===== src/rtl/core_ctrl_pkg.sv =====
// Shared definitions for the pipeline control block: controller state encoding
// and the RV32M divide encodings that upstream decode uses to form exe_is_div.
package core_ctrl_pkg;

    typedef enum logic {
        RUN = 1'b0,
        DIV = 1'b1
    } ctrl_state_e;

    localparam logic [6:0] OPC_OP        = 7'b0110011;
    localparam logic [6:0] FUNCT7_MULDIV = 7'b0000001;
    localparam logic [2:0] F3_DIV        = 3'b100;
    localparam logic [2:0] F3_DIVU       = 3'b101;
    localparam logic [2:0] F3_REM        = 3'b110;
    localparam logic [2:0] F3_REMU       = 3'b111;

    // DIV/DIVU/REM/REMU all share funct3[2]=1 within the M-extension space
    function automatic logic is_div_op(input logic [6:0] opcode,
                                       input logic [6:0] funct7,
                                       input logic [2:0] funct3);
        return (opcode == OPC_OP) && (funct7 == FUNCT7_MULDIV) && funct3[2];
    endfunction

endpackage


===== src/rtl/div_latency_counter.sv =====
// Loadable down-counter that sequences a multi-cycle divide; zero marks the
// divide's final (result-valid) cycle.
module div_latency_counter #(
    parameter int DIV_LATENCY = 4,
    parameter int CW          = $clog2(DIV_LATENCY + 1)
) (
    input  logic          clk,
    input  logic          rst,
    input  logic          load,
    input  logic          dec,
    output logic [CW-1:0] cnt,
    output logic          zero
);

    // Start value leaves one trailing zero-count cycle for the done cycle
    localparam logic [CW-1:0] LOAD_VAL = CW'((DIV_LATENCY >= 2) ? (DIV_LATENCY - 2) : 0);

    logic [CW-1:0] cnt_r;

    // Count register: reset, load on divide start, decrement while busy
    always_ff @(posedge clk) begin
        if (rst) begin
            cnt_r <= {CW{1'b0}};
        end else if (load) begin
            cnt_r <= LOAD_VAL;
        end else if (dec && (cnt_r != {CW{1'b0}})) begin
            cnt_r <= cnt_r - {{(CW-1){1'b0}}, 1'b1};
        end else begin
            cnt_r <= cnt_r;
        end
    end

    assign cnt  = cnt_r;
    assign zero = (cnt_r == {CW{1'b0}});

endmodule


===== src/rtl/hazard_ctrl.sv =====
// Stall/flush controller for the five-stage pipeline: load-use hazards, taken
// jumps, multi-cycle divide sequencing and a stall-cycle performance counter.
module hazard_ctrl
    import core_ctrl_pkg::*;
#(
    parameter int DIV_LATENCY = 4,
    parameter int CNT_W       = 32
) (
    input  logic             clk,
    input  logic             rst,
    input  logic             hzd_exe_to_id_A,
    input  logic             hzd_mem_to_exe_A,
    input  logic             hzd_mem_to_exe_B,
    input  logic             id_jump_taken,
    input  logic             exe_is_div,
    output logic             stall_if,
    output logic             stall_id,
    output logic             stall_exe,
    output logic             flush_id,
    output logic             flush_exe,
    output logic             flush_mem,
    output logic             div_start,
    output logic             div_done,
    output logic             div_busy,
    output logic [CNT_W-1:0] stall_cnt
);

    localparam int   DCW   = $clog2(DIV_LATENCY + 1);
    localparam logic MULTI = (DIV_LATENCY >= 2) ? 1'b1 : 1'b0;

    ctrl_state_e     state_r;
    logic [DCW-1:0]  div_cnt_s;
    logic            cnt_zero_s;
    logic            in_run_s;
    logic            mem_hzd_s;
    logic            exe_stall_s;
    logic            cnt_load_s;
    logic            cnt_dec_s;
    logic [CNT_W-1:0] stall_cnt_r;

    div_latency_counter #(
        .DIV_LATENCY (DIV_LATENCY),
        .CW          (DCW)
    ) u_div_cnt (
        .clk  (clk),
        .rst  (rst),
        .load (cnt_load_s),
        .dec  (cnt_dec_s),
        .cnt  (div_cnt_s),
        .zero (cnt_zero_s)
    );

    // Mealy output decode; priority is reset, EXE hold, EXE->ID hazard, jump
    always_comb begin
        stall_if    = 1'b0;
        stall_id    = 1'b0;
        stall_exe   = 1'b0;
        flush_id    = 1'b0;
        flush_exe   = 1'b0;
        flush_mem   = 1'b0;
        div_start   = 1'b0;
        div_done    = 1'b0;
        div_busy    = 1'b0;
        exe_stall_s = 1'b0;
        cnt_load_s  = 1'b0;
        cnt_dec_s   = 1'b0;
        in_run_s    = (state_r == RUN);
        mem_hzd_s   = hzd_mem_to_exe_A | hzd_mem_to_exe_B;
        if (rst) begin
            flush_id  = 1'b1;
            flush_exe = 1'b1;
            flush_mem = 1'b1;
        end else begin
            // Operands must be forwarded before the divider may latch them
            div_start   = in_run_s & exe_is_div & ~mem_hzd_s;
            exe_stall_s = mem_hzd_s | (in_run_s & exe_is_div & MULTI) | (~in_run_s & ~cnt_zero_s);
            div_done    = (~in_run_s & cnt_zero_s) | (~MULTI & div_start);
            div_busy    = ~in_run_s;
            cnt_load_s  = div_start & MULTI;
            cnt_dec_s   = ~in_run_s & ~cnt_zero_s;
            if (exe_stall_s) begin
                stall_if  = 1'b1;
                stall_id  = 1'b1;
                stall_exe = 1'b1;
                flush_mem = 1'b1;
            end else if (hzd_exe_to_id_A) begin
                stall_if  = 1'b1;
                stall_id  = 1'b1;
                flush_exe = 1'b1;
            end else begin
                flush_id = id_jump_taken;
            end
        end
    end

    // Controller state; the done cycle returns to RUN so the same divide
    // still sitting in EXE is not started twice
    always_ff @(posedge clk) begin
        if (rst) begin
            state_r <= RUN;
        end else begin
            case (state_r)
                RUN: state_r <= (div_start && MULTI) ? DIV : RUN;
                DIV: state_r <= cnt_zero_s ? RUN : DIV;
                default: state_r <= RUN;
            endcase
        end
    end

    // Free-running stall-cycle counter, wraps modulo 2^CNT_W
    always_ff @(posedge clk) begin
        if (rst) begin
            stall_cnt_r <= {CNT_W{1'b0}};
        end else if (stall_if) begin
            stall_cnt_r <= stall_cnt_r + {{(CNT_W-1){1'b0}}, 1'b1};
        end else begin
            stall_cnt_r <= stall_cnt_r;
        end
    end

    assign stall_cnt = stall_cnt_r;

endmodule


===== config.mk =====
export PLATFORM = sky130hd
export DESIGN_NAME = hazard_ctrl
export DESIGN_NICKNAME = d
export VERILOG_FILES = /design/src/rtl/core_ctrl_pkg.sv /design/src/rtl/div_latency_counter.sv /design/src/rtl/hazard_ctrl.sv
export SDC_FILE = /design/constraint.sdc
export NUM_CORES = 1
export LEC_CHECK = 0
export CELL_PAD_IN_SITES_DETAIL_PLACEMENT = 1
export CELL_PAD_IN_SITES_GLOBAL_PLACEMENT = 1
export CORE_UTILIZATION = 40
export DETAILED_ROUTE_END_ITERATION = 7
export PLACE_DENSITY_LB_ADDON = 0.05
export SLEW_MARGIN = 25
export SYNTH_ARGS = -nofsm -noshare
export SYNTH_HDL_FRONTEND = slang
export SYNTH_SLANG_ARGS = --single-unit

===== constraint.sdc =====
create_clock -name clk -period 4 [get_ports clk]
set_input_delay 0.8 -clock clk [delete_from_list [all_inputs] [get_ports clk]]
set_output_delay 0.8 -clock clk [all_outputs]
set_load 0.1 [all_outputs]

==> impl_metrics.csv <==
group,metric,value,unit
outcome,status,"complete, no violations",
timing,maxSlewHeadroom,34.7,%
global_routing,grt_pass1_wl,9520,um
drt,avgViaCountPerCell,5.85,
cells_and_area,ff_latch_area,721,um^2
die,start_util,43.0,%
power_and_ir_drop,power_density,309,nW/um^2
synth,ys_async_sr_fraction,0,%
die,fp-row-count,25,
clock_tree,cts_root_buf,"clkbuf_8",
cells_and_area,nets,288,
clock_tree,postCtsHoldBufs,0,
synth,syn-instance-count,237,
synth,yosysUniqueCellTypes,52,
place,place.gp.congestion,0.725,
clock_tree,clk_pin_slew,80,ps
place,hpwl,3970,um
drt,wl,5600,um
drt,drtIter0Drc,118,
synth,synth_top_family_by_area,"simple AND/OR/NAND/NOR gates",
synth,synthFlopType,"dfxtp_1",
setup_path,cp-start-kind,"primary input",
synth,netlist.top_cell.by_area,"dfxtp_1",
drt,detail-route-antenna-nets,0,
drt,drc,0,
drt,vias,2023,
cells_and_area,antenna_cells,0,
timing,hold_violations,0,
timing,tightestPinTransition,976,ps
run,maxCapViolCount,0,
timing,max_freq,303,MHz
setup_path,reg2regPathDepth,7,
timing,period_needed,3300,ps
synth,yosys.area_share.simple,33.2,%
synth,synthXorXnorAreaFrac,1.25,%
setup_path,required,3200,ps
global_routing,antenna_found_initial,0,
hold_path,holdPathStages,2,
clock_tree,insertion_delay,290,ps
place,io_buffers,47,
timing,finClkSkew,6.56,ps
die,die_h,74.4,um
die,io_pins,48,
setup_path,cp.arrival,2500,ps
synth,ys_seq_area_share,34.3,%
synth,syn-cell-area,2100,um^2
synth,avgSynthCellArea,8.85,um^2
timing,fin_ws,705,ps
cells_and_area,fin_util,55.4,%
timing,setup_viol,0,
drt,wl_per_cell,16.2,um
hold_path,hold_path.class,"reg -> reg",
synth,synth.area.mux_share,6.20,%
setup_path,slowest_delay,740,ps
setup_path,cp_max_fo,6,
timing,min_period_over_period,82.4,%
timing,setup_tns,0,ps
cells_and_area,drive_above_1_share,15.1,%
synth,synth_top_area_share,34.3,%
synth,synth_compound_area_share,18.1,%
die,die-area,5540,um^2
global_routing,grt_max_degree,43,
global_routing,grt.overflow.total,0,
clock_tree,cts_setup_buffers,0,
place,place_ws,716,ps
timing,drv_slew,0,
setup_path,path_delay_family,"simple AND/OR/NAND/NOR gates",
clock_tree,cts_tree,"done",
global_routing,grt_pass1_vias,1987,
power_and_ir_drop,vdd_drop_max,0.208,mV
synth,ys_warn_count,0,
synth,synthAdderAreaFrac,1.79,%
setup_path,cp-end-kind,"output pin",
synth,synth-edff-count,0,
clock_tree,clockBufferDepth,2,
power_and_ir_drop,finalPower,0.000834,W
setup_path,crit_cells,4,
setup_path,cpMaxStageDelayCell,"or4b_2",
power_and_ir_drop,leakage,0.873,nW
setup_path,path_cells,"clkdlybuf4s50_1 -> or4b_2 -> nor2_1 -> buf_12",
clock_tree,cts_num_sinks,36,
clock_tree,cts_resized,0,
die,fp.dieW,74.4,um
drt,drt_pass1_iterations,4,
die,core_area,4880,um^2
cells_and_area,fillers,594,
cells_and_area,syn_to_final_growth,28.8,%
synth,ys_ff_latch,36,
global_routing,grt.total_usage,22.5,%
clock_tree,htreeDepth,2,
cells_and_area,final_area,2700,um^2
synth,synth_nets,247,
clock_tree,cts_made_buffers,5,
setup_path,cp.buffers_inverters,2,
cells_and_area,multi_input_area,1280,um^2
timing,rsz0062_at_grt,"false",
place,dpl_cell_area,2590,um^2
synth,synthTopCellsByArea,"dfxtp_1, mux2_1, a21oi_1",
setup_path,path_class,"in -> out",
[stage by stage]
| stage | hold WS (ps) | cells |
|---|---|---|
| 4_1_cts | 523 | 346 |
| 2_1_floorplan | 455 | 237 |
| 3_3_place_gp | 477 | 338 |
| 5_1_grt | 551 | 346 |
| 3_5_place_dp | 492 | 338 |
| 6_report | 519 | 346 |
[kinds of logic after synthesis]
logic type,Yosys count
and+or+nand+nor,114
AOI/OAI and AO/OA,50
DFF,36
buffers and inverters,20
muxes,11
xor gates and xnor gates,3
adders and majority gates,3
[state kept, by name, indices dropped and copies added, names as in the netlist]
name,flops
stall_cnt,32
u_div_cnt.cnt,3
state_r,1
[path summary, 6_finish.rpt]
check | startpoint | endpoint | slack (ps)
max reg2reg | u_div_cnt.cnt[0]$_SDFFE_PP0P_ | stall_cnt[15]$_SDFFE_PP0P_ | 1940
min | stall_cnt[15]$_SDFFE_PP0P_ | stall_cnt[15]$_SDFFE_PP0P_ | 520
min reg2reg | stall_cnt[15]$_SDFFE_PP0P_ | stall_cnt[15]$_SDFFE_PP0P_ | 520
max | hzd_mem_to_exe_B | div_start | 700
[layer usage]
layer | share of wire (%) | track usage (%)
met1 | 45 | 29.0
met2 | 48 | 36.1
met4 | 1.9 | 9.43
met3 | 5.1 | 5.15
met5 | 0 | 0
[power breakdown]
part           total (W)  internal [W]  switching (W)
clock network   0.000325      0.000185       0.000140
registers       0.000371      0.000363     0.00000846
logic           0.000138     0.0000367       0.000102
[final cells by class]
class	count	area share (%)
repair buffers	49	18.3
inverters	5	0.694
flip-flops and latches	36	26.7
clock inverters	2	1.30
well taps	67	3.10
clock buffers	6	2.69
multi-input cells	181	47.2
[layout by cell type (no fill, tap or decap), types with 2 or more instances in the layout]
cell type / synthesis / final
ha_1: 3 / 3
and4_1: 4 / 4
mux2_1: 8 / 8
mux2_4: 2 / 2
nand3_1: 11 / 11
clkdlybuf4s50_1: 0 / 37
nor4_2: 2 / 2
nor2b_1: 11 / 10
or4b_1: 2 / 2
or4_1: 8 / 8
buf_12: 0 / 3
clkbuf_8: 0 / 5
and2_1: 2 / 2
nor3b_2: 1 / 2
nor2_1: 16 / 16
buf_4: 1 / 8
dfxtp_1: 36 / 36
o31ai_1: 8 / 8
and3_1: 5 / 5
o21ai_0: 6 / 6
nor3_1: 5 / 5
inv_1: 5 / 5
nand2_2: 2 / 2
a21oi_1: 17 / 17
a21o_1: 2 / 2
xnor2_1: 2 / 2
a21oi_2: 4 / 4
nand4_1: 10 / 10
nor4_1: 6 / 6
or3_1: 9 / 9
o21ai_1: 4 / 4
nand2_1: 11 / 11
[worst register-to-register path: stages, from the launching register on]
cell and delay (ps):
dfxtp_1 310, inv_1 70, ha_1 240, nand3b_2 200, a41oi_4 270, buf_4 270
or4_1 500, a21oi_2 140
[synth_stat cells, drive strengths merged (5+ instances only)]
| library cell | instances |
|---|---|
| and3 | 5 |
| nand4 | 10 |
| buf | 10 |
| nor2b | 11 |
| dfxtp | 36 |
| nor4 | 8 |
| o31ai | 8 |
| or3 | 9 |
| nand2 | 13 |
| inv | 5 |
| o21ai | 10 |
| a21oi | 21 |
| or4 | 8 |
| clkbuf | 5 |
| mux2 | 10 |
| and4 | 5 |
| nor3 | 5 |
| nor2 | 16 |
| nand3 | 12 |
Note: power is estimated with default switching activity, not from simulation.
